--- config.mk ---
export PLATFORM = sky130hd
export DESIGN_NAME = stack_sequencer
export DESIGN_NICKNAME = d
export VERILOG_FILES = /design/src/rtl/stack_pkg.sv /design/src/rtl/stack_sequencer.sv
export SDC_FILE = /design/constraint.sdc
export NUM_CORES = 1
export LEC_CHECK = 0
export ABC_CLOCK_PERIOD_IN_PS = 2200
export CORE_MARGIN = 1
export CORE_UTILIZATION = 40
export CTS_CLUSTER_DIAMETER = 100
export CTS_CLUSTER_SIZE = 20
export DETAILED_ROUTE_END_ITERATION = 6
export PLACE_DENSITY = 0.78
export REMOVE_ABC_BUFFERS = 1
export SLEW_MARGIN = 20
export SYNTH_ARGS = -nofsm -noshare
export SYNTH_HDL_FRONTEND = slang
export SYNTH_SLANG_ARGS = --single-unit
--- constraint.sdc ---
create_clock -name clk -period 2.2 [get_ports clk]
set_clock_uncertainty 0.1 [all_clocks]
set_input_delay 0.22 -clock clk [delete_from_list [all_inputs] [get_ports clk]]
set_output_delay 0.22 -clock clk [all_outputs]
set_load 0.05 [all_outputs]
--- src/rtl/stack_pkg.sv ---
// rtl/stack_pkg.sv - shared stack-page constants and sequencer/decoder enums
package stack_pkg;

    // High address byte of every 6502 stack access.
    localparam logic [7:0] STACK_PAGE = 8'h01;

    typedef enum logic [2:0] {
        ST_IDLE,
        ST_PUSH,
        ST_PULL_INC,
        ST_PULL_RD,
        ST_PULL_CAP,
        ST_DONE
    } seq_state_t;

    // Direction of a stack command, also used by the control unit's decoder.
    typedef enum logic {
        OP_PUSH,
        OP_PULL
    } stack_op_t;

endpackage

--- src/rtl/stack_sequencer.sv ---
// rtl/stack_sequencer.sv - multi-byte push/pull sequencer for the 6502 stack page
module stack_sequencer #(
    parameter int         MAX_BYTES  = 3,
    parameter logic [7:0] STACK_PAGE = stack_pkg::STACK_PAGE,
    parameter int         CNT_W      = $clog2(MAX_BYTES + 1)
) (
    input  logic                   clk,
    input  logic                   reset,
    input  logic                   cmd_valid,
    output logic                   cmd_ready,
    input  logic                   cmd_pull,
    input  logic [CNT_W-1:0]       cmd_count,
    input  logic [8*MAX_BYTES-1:0] push_data,
    input  logic [7:0]             sp_in,
    output logic                   sp_inc,
    output logic                   sp_dec,
    output logic [15:0]            mem_addr,
    output logic [7:0]             mem_wdata,
    output logic                   mem_we,
    output logic                   mem_re,
    input  logic [7:0]             mem_rdata,
    output logic [8*MAX_BYTES-1:0] pull_data,
    output logic                   busy,
    output logic                   done
);
    import stack_pkg::*;

    localparam logic [CNT_W-1:0] MAX_CNT = CNT_W'(MAX_BYTES);
    localparam logic [CNT_W-1:0] ONE     = CNT_W'(1);

    seq_state_t             state;
    logic [CNT_W-1:0]       byte_idx;
    logic [CNT_W-1:0]       count_q;
    logic [8*MAX_BYTES-1:0] push_buf;
    logic [CNT_W-1:0]       count_clamped;
    stack_op_t              cmd_op;
    logic                   last_byte;

    assign count_clamped = (cmd_count > MAX_CNT) ? MAX_CNT : cmd_count;
    assign cmd_op        = cmd_pull ? OP_PULL : OP_PUSH;
    assign last_byte     = ((byte_idx + ONE) == count_q);

    // Strobes and status are pure decodes of the state register, so an
    // asynchronous reset drops every strobe immediately.
    assign cmd_ready = (state == ST_IDLE);
    assign busy      = (state != ST_IDLE);
    assign done      = (state == ST_DONE);
    assign mem_we    = (state == ST_PUSH);
    assign sp_dec    = (state == ST_PUSH);
    assign sp_inc    = (state == ST_PULL_INC);
    assign mem_re    = (state == ST_PULL_RD);

    // Address is the live SP in the stack page; it never carries into the high byte.
    assign mem_addr = (mem_we || mem_re) ? {STACK_PAGE, sp_in} : 16'h0000;

    // Select the byte currently being pushed from the latched buffer.
    always_comb begin
        mem_wdata = 8'h00;
        if (state == ST_PUSH) begin
            for (int i = 0; i < MAX_BYTES; i++) begin
                if (byte_idx == CNT_W'(i)) begin
                    mem_wdata = push_buf[8*i +: 8];
                end
            end
        end
    end

    // Command FSM: accept, walk the byte index, capture pulled bytes, pulse done.
    always_ff @(posedge clk or posedge reset) begin
        if (reset) begin
            state     <= ST_IDLE;
            byte_idx  <= '0;
            count_q   <= '0;
            push_buf  <= '0;
            pull_data <= '0;
        end else begin
            case (state)
                ST_IDLE: begin
                    if (cmd_valid) begin
                        push_buf <= push_data;
                        count_q  <= count_clamped;
                        byte_idx <= '0;
                        if (cmd_op == OP_PULL) begin
                            pull_data <= '0;
                        end
                        if (count_clamped == '0) begin
                            state <= ST_DONE;
                        end else if (cmd_op == OP_PULL) begin
                            state <= ST_PULL_INC;
                        end else begin
                            state <= ST_PUSH;
                        end
                    end
                end
                ST_PUSH: begin
                    byte_idx <= byte_idx + ONE;
                    if (last_byte) begin
                        state <= ST_DONE;
                    end
                end
                ST_PULL_INC: begin
                    state <= ST_PULL_RD;
                end
                ST_PULL_RD: begin
                    state <= ST_PULL_CAP;
                end
                ST_PULL_CAP: begin
                    for (int i = 0; i < MAX_BYTES; i++) begin
                        if (byte_idx == CNT_W'(i)) begin
                            pull_data[8*i +: 8] <= mem_rdata;
                        end
                    end
                    byte_idx <= byte_idx + ONE;
                    state    <= last_byte ? ST_DONE : ST_PULL_INC;
                end
                ST_DONE: begin
                    state <= ST_IDLE;
                end
                default: begin
                    state <= ST_IDLE;
                end
            endcase
        end
    end

endmodule

; ---- Yosys cells after proc, flatten, opt, wreduce, memory -nomap -nowiden
; Index checks and enable logic that the tools add are counted.
[totals]
register_bits = 55
inputBits = 46
out_inout_bits = 55
[classes]
add_sub_neg = 1
magnitude_cmp = 1
n_eq_ne = 14
mux = 21
reduce_logical = 14
[ops]
columns = operator, count
row1 = 8-bit two-way mux, 7
row2 = 24-bit two-way mux, 2
row3 = 24-bit case mux with 2 select lines, 1
row4 = 3-bit case mux with 5 select lines, 1
row5 = 3-bit two-way mux, 4
row6 = 4-bit AND reduction, 3
row7 = 9-bit two-way mux, 1
row8 = "2-bit != test, second input constant", 4
row9 = "3-bit by 2-bit equality test with 1-bit output, second input constant", 2
row10 = "3-bit equality test, second input constant", 2
row11 = 2-bit two-way mux, 3
row12 = 2-bit AND reduction, 3
row13 = 2-bit zero test, 2
row14 = "2-bit by 1-bit != test with 1-bit output, second input constant", 2
row15 = 2-bit case mux with 2 select lines, 1
row16 = 2-bit nonzero test, 2
row17 = "3-bit by 1-bit equality test with 1-bit output, second input constant", 1
row18 = 3-bit zero test, 1
row19 = 3-bit nonzero test, 1
row20 = "2-bit by 1-bit adder with 2-bit output, second input constant", 1
row21 = "2-bit by 1-bit equality test with 1-bit output, second input constant", 1
row22 = 2-bit equality test, 1
row23 = "2-bit equality test, second input constant", 1
row24 = "2-bit > comparator, second input constant", 1
row25 = other kinds (3), 3

; ---- Longest topological paths before layout
; Gate-level depths: netlist of run 1.
[logic_depth]
ltp_word = 6
depth_mapped = 7
ltp_nobuf = 5

; ---- Worst setup path after synthesis of run 1
; Ideal clock, no wire load.
[synth_path]
path_type = reg-to-output
from = register byte_idx[0]
to = output mem_wdata[0]
arrival_ns = 2.319
path_slack_ns = -0.439
stages_incl_launch_ff = 7
n_path_buf = 2
path_cell_list = dfrtp_1 -> ha_1 -> clkbuf_1 -> nor2b_1 -> clkbuf_1 -> a221oi_1 -> nor3_1
[synth_via]
elab_chain_len = 5
[synth_lines]
columns = element, line_no
row1 = "start, declared", stack_sequencer.sv:32  ; logic [CNT_W-1:0] byte_idx;
row2 = "start signal, assigned", stack_sequencer.sv:96  ; byte_idx <= byte_idx + ONE;
row3 = "start signal, assigned", stack_sequencer.sv:113  ; byte_idx <= byte_idx + ONE;
row4 = 2-bit zero test, stack_sequencer.sv:61  ; if (byte_idx == CNT_W'(i)) begin
row5 = 8-bit two-way mux (2 in series), stack_sequencer.sv:61
row6 = 8-bit two-way mux (*), stack_sequencer.sv:61
row7 = 8-bit two-way mux (*), stack_sequencer.sv:59  ; if (state == ST_PUSH) begin
row8 = "end, declared", stack_sequencer.sv:18  ; output logic [7:0] mem_wdata,
; Every way passes the cells marked *; elsewhere a longest branch is shown, timed or not.

; ---- Worst setup path after layout of run 1
[layout_path]
from = register byte_idx[0]
to = output mem_wdata[7]
; The elaborated chain is that of the path after synthesis.

==> impl_metrics.yaml, run 1 <==
setup_path:
  timing.reg2reg.setup_slack_ns: 0.23
  worstPathRequired_ns: 1.88
  crit_path_max_fanout: 8
  cp-start-kind: "register"
  crit_chain: "inv_2 -> ha_1 -> nor2b_2 -> buf_6 -> a221oi_4 -> nor3_4 -> clkbuf_16"
  r2r-start: "state[1]"
  crit_path_top_delay_cell: "dfrtp_1"
  cp-startpoint: "byte_idx[0]"
  timing.rr.end: "pull_data[12]"
  cp_top_family: "flip-flops"
  max_stage_delay_ns: 0.41
  worst_setup_path_end_kind: "output pin"
  reg2reg_depth: 3
  critical_path_class: "reg -> out"
  worstPathArrival_ns: 1.77
  worst-path-buf-inv: 3
yosys:
  async_flop_share: 1.00
  avgSynthCellArea_um2: 12.5
  synthFlopType: "dfrtp_1"
  synth_area_um2: 2660
  synth_edf_count: 0
  synth_cells: 212
  yosysSeqAreaShare: 0.518
  synth_seq_cells: 55
  synth_warnings: 0
  synth.distinct_cells: 39
power_and_ir_drop:
  powerDensity_nw_per_um2: 1700
  finalPower_w: 0.00700
  power.leakage_nw: 1.81
  ir_worst_vdd_mv: 1.06
timing:
  slew_violations: 0
  max_slew_margin: 0.562
  hold_ws_ns: 0.140
  min_period_ns: 2.09
  hold_viol: 0
  timing.final.crit_share: 0.949
  setup_ws_ns: 0.113
  setup_violations: 0
  worstMarginPinSlew_ns: 0.653
  fmax_ghz: 0.479
  fin_setup_tns_ns: 0
clocking:
  insertion_delay_ns: 0.31
  ctsLongestPathBuffers: 2
  cts_buffers: 5
  clockRootBuffer: "clkbuf_8"
  cts_tree: "built"
  cts_sinks: 55
  htree_levels: 2
  clkSlewWorstSetupHoldPaths_ns: 0.10
drt:
  viasPerCell: 5.23
  vias: 2038
  drtPass1Iterations: 4
  drc: 0
  post_drt_wl_per_cell_um: 16.3
  drtAntennaViolNets: 0
  drt_iter0_drc: 79
  wirelength_um: 6360
placement:
  port_buffers: 93
  pre_cts_slack_ns: 0.250
  gp_congestion: 0.743
  place_hpwl_um: 4630
grt:
  grt_overflow: 0
  grt_pass1_vias: 2058
  grt_max_degree: 32
  grt_pass1_wl_um: 10400
  antenna_found_initial: 0
  grtUsageTotal: 0.191
layout:
  drive_gt1_frac: 0.319
  finish.net_count: 361
  area_growth_pct: 55.5
  n_antenna_cell: 0
floorplanning:
  ios: 101
  start_util: 0.416
  die_x_um: 83.5
  die_h_um: 83.5
  fp.dieArea_um2: 6970
  rows: 29
  core_um2: 6390
run_status:
  outcome: "finished clean"
job:
  cap_violations: 0
min_path:
  min_path_type: "in -> async"
==> flip-flops by register name, indices dropped and copies added, names as in the netlist <==
signal / cells
pull_data: 24
push_buf: 24
state: 3
byte_idx: 2
count_q: 2
==> cells in the mapped netlist (2+ instances only) <==
cell type,instances,area share
a21oi_1,2,0.0038
a221oi_1,8,0.026
a22o_1,24,0.079
and2_0,2,0.0047
and2_1,14,0.033
and3b_1,2,0.0066
buf_2,4,0.0075
buf_4,8,0.023
buf_6,3,0.013
clkbuf_1,6,0.0085
dfrtp_1,55,0.52
ha_1,3,0.014
inv_1,4,0.0057
mux2_2,7,0.030
mux2_4,19,0.11
nand2_1,5,0.0071
nor2_1,4,0.0057
nor2b_1,9,0.021
nor3_1,9,0.017
o21ai_1,4,0.0075
xnor2_1,2,0.0066
==> cell families after synthesis <==
family / Yosys count / share of synthesized area
adders and majority gates: 3 / 0.0141
AOI/OAI and AO/OA: 48 / 0.147
buffers and inverters: 27 / 0.0598
other: 1 / 0.00141
xor gates and xnor gates: 3 / 0.00989
DFF: 55 / 0.518
and+or+nand+nor: 49 / 0.113
muxes: 26 / 0.137
==> timing repair <==
| action | 4_1_cts | 5_1_grt |
|---|---|---|
| buffers inserted | 1 | 3 |
| setup endpoints to repair | 8 | 8 |
| cloned | 0 | 1 |
| hold buffers | 0 | 0 |
| pin swaps | 0 | 6 |
| gates resized for setup | 9 | 17 |
==> final cells by class <==
class | instances | area (um2)
fill | 486 | 2250
sequential | 55 | 1380
timing repair buffer | 109 | 1290
multi-input combinational | 136 | 1260
tap | 77 | 96.3
clock buffer | 5 | 68.8
clock inverter | 3 | 22.5
inverter | 5 | 18.8
==> worst max-delay path by stage <==
stage                               end  cells past startpoint
final                      mem_wdata[7]                      7
after global routing      pull_data[12]                      3
after CTS                  mem_wdata[6]                      7
after detailed placement   mem_wdata[4]                      7
after global placement     mem_wdata[4]                      7
after floorplan            mem_wdata[0]                      3
==> cell usage in the layout, fill, tap and decap left out, types with 2 or more instances in the layout <==
| master | synthesis | routed |
|---|---|---|
| clkdlybuf4s50_1 | 0 | 69 |
| dfrtp_1 | 55 | 54 |
| a22o_1 | 24 | 24 |
| buf_12 | 0 | 22 |
| mux2_4 | 19 | 19 |
| and2_1 | 14 | 14 |
| buf_4 | 8 | 14 |
| nor2b_1 | 9 | 8 |
| a221oi_2 | 0 | 7 |
| nor3_2 | 0 | 7 |
| mux2_2 | 7 | 7 |
| conb_1 | 1 | 7 |
| nand2_1 | 5 | 5 |
| clkbuf_8 | 0 | 5 |
| nor2_1 | 4 | 4 |
| o21ai_1 | 4 | 4 |
| inv_2 | 1 | 3 |
| xnor2_1 | 2 | 2 |
| and2_0 | 2 | 2 |
| and3b_1 | 2 | 2 |
| nor2b_2 | 1 | 2 |
| a21oi_1 | 2 | 2 |
| inv_1 | 4 | 2 |
| ha_1 | 3 | 2 |
| buf_6 | 3 | 2 |
==> where the power goes <==
part / switching [W] / total [W] / internal (W) / leakage, nW
Combinational: 0.00246 / 0.00458 / 0.00212 / 1.06
Sequential: 0.000367 / 0.00185 / 0.00148 / 0.692
Clock: 0.000351 / 0.000580 / 0.000229 / 0.0485
Total: 0.00318 / 0.00700 / 0.00382 / 1.81
==> layer usage <==
layer	wire length, um	track usage	up-vias
met1	2800	0.257	998
met2	3120	0.305	81
li1	-	-	954
met5	0	0	-
met3	381	0.0524	5
met4	63	0.0508	0
==> metrics by stage <==
stage               cell area (um2)  utilization  instances
floorplan                      2540            -        196
global placement               3880        0.607        377
detailed placement             3880        0.607        377
CTS                            4020        0.630        386
global route                   4130        0.647        390
finish                         4130        0.647        390
Power figures use the tool's default switching activity.
==> run 2, diff against run 1 <==
Settings changed: SKIP_CTS_REPAIR_TIMING from default to 1.
==> run 2 against run 1 <==
  * Sequential power hardly changed
  * Hold slack hardly changed
  * Global-route usage is 0.24 points lower
  * Core utilization is 0.59 points higher
  * Fmax is 1.8% lower
  * Clock-buffer cell count stayed put
  * Worst setup slack worse by 0.038 ns
  * Cell count is 1.0% lower
  * Combinational power is 2% higher
  * Sequential cell count stayed put
  * Critical path type unchanged
  * Highest routed layer unchanged
==> impl_metrics.yaml, run 2 (synthesized netlist as in run 1, its figures left out) <==
run_status:
  outcome: "finished clean"
clocking:
  clockRootBuffer: "clkbuf_8"
  htree_levels: 2
  insertion_delay_ns: 0.31
  cts_buffers: 5
  clkSlewWorstSetupHoldPaths_ns: 0.10
  cts_tree: "built"
  ctsLongestPathBuffers: 2
  cts_sinks: 55
timing:
  setup_violations: 0
  max_slew_margin: 0.563
  timing.final.crit_share: 0.966
  grt_setup_unrepaired: "true"
  slew_violations: 0
  min_period_ns: 2.12
  hold_viol: 0
  setup_ws_ns: 0.0752
  worstMarginPinSlew_ns: 0.652
  fin_setup_tns_ns: 0
  fmax_ghz: 0.471
floorplanning:
  core_um2: 6390
  fp.dieArea_um2: 6970
  die_h_um: 83.5
  start_util: 0.416
  ios: 101
  rows: 29
  die_x_um: 83.5
grt:
  grt_pass1_vias: 2043
  grtUsageTotal: 0.188
  grt_pass1_wl_um: 10300
  grt_overflow: 0
  grt_max_degree: 32
  antenna_found_initial: 0
setup_path:
  crit_path_max_fanout: 16
  cp-startpoint: "byte_idx[0]"
  worstPathRequired_ns: 1.88
  timing.reg2reg.setup_slack_ns: 0.26
  cp-start-kind: "register"
  worst_setup_path_end_kind: "output pin"
  crit_chain: "inv_2 -> ha_2 -> buf_8 -> nor2b_1 -> nor3_2 -> clkbuf_16"
  critPathCapture: "mem_wdata[3]"
  r2r-start: "state[1]"
  reg2reg_depth: 3
  worstPathArrival_ns: 1.80
  timing.rr.end: "pull_data[12]"
  max_stage_delay_ns: 0.43
  crit_path_top_delay_cell: "dfrtp_1"
  critical_path_class: "reg -> out"
drt:
  viasPerCell: 5.25
  drtPass1Iterations: 4
  drc: 0
  vias: 2026
  drtAntennaViolNets: 0
  post_drt_wl_per_cell_um: 16.6
  wirelength_um: 6390
  drt_iter0_drc: 77
power_and_ir_drop:
  powerDensity_nw_per_um2: 1710
  ir_worst_vdd_mv: 1.12
  finalPower_w: 0.00713
  power.leakage_nw: 1.80
placement:
  place_hpwl_um: 4630
  dp_cells: 377
  port_buffers: 93
  placed_area_um2: 3880
  gp_congestion: 0.743
  pre_cts_slack_ns: 0.250
min_path:
  min_path_type: "in -> async"
layout:
  area_growth_pct: 56.9
  fin_area_um2: 4170
  finalNonFillerCells: 386
  finish.net_count: 357
  reg_top3: "pull_data: 24 flops, push_buf: 24 flops, state: 3 flops"
  drive_gt1_frac: 0.324
  final_common_cell: "clkdlybuf4s50_1"
  n_antenna_cell: 0
  final_cell_mix: "clkdlybuf4s50_1, dfrtp_1, a22o_1, buf_12, mux2_4"
  fillers: 481
job:
  cap_violations: 0
run 2: cell type report:
type	count	area [um2]	area share
multi-input combinational	136	1310	0.314
timing repair buffer	105	1270	0.306
sequential	55	1380	0.331
clock inverter	3	22.5	0.00540
clock buffer	5	68.8	0.0165
inverter	5	18.8	0.00450
tap	77	96.3	0.0231
run 2: worst max-delay path: cells and delay by family, from the launching register on:
| kind | cells | cell delay, ns |
|---|---|---|
| buffers and inverters | 3 | 0.47 |
| flip-flops | 1 | 0.43 |
| AND/OR/NAND/NOR | 2 | 0.38 |
| adder cells (fa/ha/maj) | 1 | 0.21 |
run 2: how the worst min path moves through the flow:
| stage | end | slack (ns) |
|---|---|---|
| after global routing | pull_data[11] | 0.19 |
| after detailed placement | pull_data[10] | 0.39 |
| after CTS | pull_data[1] | 0.16 |
| after floorplan | pull_data[0] | 0.26 |
| final | pull_data[10] | 0.14 |
| after global placement | pull_data[7] | 0.38 |
run 2: power breakdown:
group / switching, W / total [W] / internal [W]
clock: 0.000352 / 0.000581 / 0.000229
sequential: 0.000398 / 0.00188 / 0.00148
combinational: 0.00249 / 0.00467 / 0.00218
total: 0.00324 / 0.00713 / 0.00389
run 2: metal layers:
metal | vias up | track usage | part of all wire
met4 | 0 | 0.0462 | 0.0089
met2 | 83 | 0.305 | 0.50
met3 | 6 | 0.0514 | 0.064
met5 | - | 0 | 0
li1 | 947 | - | -
met1 | 990 | 0.253 | 0.43
run 2: through the flow:
| step | utilization | hold slack, ns |
|---|---|---|
| 3_5_place_dp | 0.607 | 0.386 |
| 3_3_place_gp | 0.607 | 0.383 |
| 2_1_floorplan | - | 0.260 |
| 5_1_grt | 0.653 | 0.186 |
| 6_report | 0.653 | 0.140 |
| 4_1_cts | 0.621 | 0.159 |
==> run 3, diff against run 2 <==
Settings changed: CORE_ASPECT_RATIO from default to 1.4.
==> run 3 against run 2 <==
  * Hold slack improved by 0.019 ns
  * Wire length decreased by 3.4%
  * Cell count decreased by 1.0%
  * Register-to-register slack about the same
  * Sequential share of layout area increased by 0.54 points
  * Non-clock buffer count increased by 1
  * Global-route usage decreased by 0.19 points
  * Critical path depth increased by 1
  * Critical endpoint is now mem_wdata[5]
  * The flow now finishes with violations (design-rule violations)
  * Sequential power decreased by 4%
  * Via count decreased by 0.79%
==> impl_metrics.yaml, run 3 (synthesized netlist as in run 1, its figures left out) <==
run_status:
  outcome: "finished with violations"
  violations: "design-rule violations"
layout:
  fillers: 462
  reg_top3: "pull_data: 24 flops, push_buf: 24 flops, state: 3 flops"
  drive_gt1_frac: 0.294
  final_common_cell: "clkdlybuf4s50_1"
  fin_area_um2: 4100
  final_cell_mix: "clkdlybuf4s50_1, dfrtp_1, a22o_1, buf_12, mux2_4"
  finish.net_count: 358
  fin_util: 0.650
  n_antenna_cell: 0
  area_growth_pct: 54.2
timing:
  max_slew_margin: 0.551
  slew_violations: 0
  fmax_ghz: 0.460
  setup_violations: 0
  grt_setup_unrepaired: "true"
  hold_viol: 0
  min_period_ns: 2.17
  worstMarginPinSlew_ns: 0.669
  timing.final.crit_share: 0.989
  fin_setup_tns_ns: 0
  hold_ws_ns: 0.160
setup_path:
  crit_chain: "inv_1 -> ha_1 -> nor2b_1 -> buf_4 -> a221oi_1 -> nor3_2 -> buf_12"
  reg2reg_depth: 6
  worst_setup_path_end_kind: "output pin"
  critical_path_class: "reg -> out"
  worstPathRequired_ns: 1.88
  worstPathArrival_ns: 1.85
  crit_path_top_delay_cell: "dfrtp_1"
  cp-start-kind: "register"
  max_stage_delay_ns: 0.39
  r2r-start: "byte_idx[1]"
  timing.rr.end: "pull_data[20]"
  crit_path_max_fanout: 8
  timing.reg2reg.setup_slack_ns: 0.25
grt:
  antenna_found_initial: 0
  grt_pass1_wl_um: 10100
  use_met1: 0.235
  grt_max_degree: 32
  grt-busiest-layer: "met2"
  use_met2: 0.318
  grt_pass1_vias: 2044
  use_met3: 0.0399
  grt_overflow: 0
  grtUsageTotal: 0.186
drt:
  drc: 16
  drt_iter0_drc: 108
  viasPerCell: 5.26
  post_drt_wl_per_cell_um: 16.2
  drtPass1Iterations: 7
  drtAntennaViolNets: 0
  vias: 2010
  wirelength_um: 6180
clocking:
  cts_tree: "built"
  cts_buffers: 5
  ctsLongestPathBuffers: 2
  htree_levels: 2
  clkSlewWorstSetupHoldPaths_ns: 0.10
  cts_sinks: 55
  insertion_delay_ns: 0.31
  clockRootBuffer: "clkbuf_8"
placement:
  placed_area_um2: 3860
  gp_congestion: 0.807
  place_hpwl_um: 4510
  port_buffers: 93
job:
  cap_violations: 0
floorplanning:
  rows: 34
  fp.dieArea_um2: 6980
  ios: 101
  core_um2: 6300
  start_util: 0.422
  die_h_um: 98.4
  die_x_um: 70.9
power_and_ir_drop:
  ir_worst_vdd_mv: 0.797
  power.leakage_nw: 1.80
  powerDensity_nw_per_um2: 1720
min_path:
  min_path_type: "in -> async"
## run 3: area by class of cell
| cell class | count | area (um2) | area share |
|---|---|---|---|
| Multi-Input combinational cell | 136 | 1220 | 0.297 |
| Clock inverter | 3 | 67.6 | 0.0165 |
| Clock buffer | 5 | 68.8 | 0.0168 |
| Sequential cell | 55 | 1380 | 0.336 |
| Timing Repair Buffer | 106 | 1260 | 0.307 |
| Inverter | 5 | 18.8 | 0.00458 |
| Tap cell | 72 | 90.1 | 0.0220 |
## run 3: layer usage
metal  wire length (um)  part of all wire  up-vias
met5                  0                 0        -
met4                 99             0.016        0
met3                301             0.049        7
met2               3150              0.51       67
met1               2630              0.43      998
li1                   -                 -      938
## run 3: per-stage QoR
stage / std cells / setup slack (ns) / power [W]
after floorplan: 196 / -0.819 / 0.00441
after global placement: 371 / 0.275 / 0.00603
after detailed placement: 371 / 0.260 / 0.00611
after CTS: 379 / -0.114 / 0.00692
after global routing: 382 / -0.0766 / 0.00739
final: 382 / 0.0252 / 0.00705
## run 3: worst max path at each step
stage | startpoint | endpoint | slack (ns) | cells past startpoint
after floorplan | state[0] | mem_wdata[0] | -0.82 | 3
after global placement | byte_idx[0] | mem_wdata[1] | 0.28 | 7
after detailed placement | byte_idx[0] | mem_wdata[1] | 0.26 | 7
after CTS | byte_idx[0] | mem_wdata[5] | -0.11 | 7
after global routing | byte_idx[0] | mem_wdata[6] | -0.08 | 7
final | byte_idx[0] | mem_wdata[5] | 0.03 | 7
## run 3: report_power, final
part / total (W) / internal, W / switching [W]
Clock: 0.000780 / 0.000454 / 0.000326
Combinational: 0.00446 / 0.00203 / 0.00243
Sequential: 0.00181 / 0.00148 / 0.000327
## run 3: critical path, delay by kind of cell, from the launching register on
kind,cells,cell delay (ns)
compound gates,1,0.30
fa+ha+maj,1,0.20
buf+inv,3,0.42
flops,1,0.39
simple gates,2,0.23
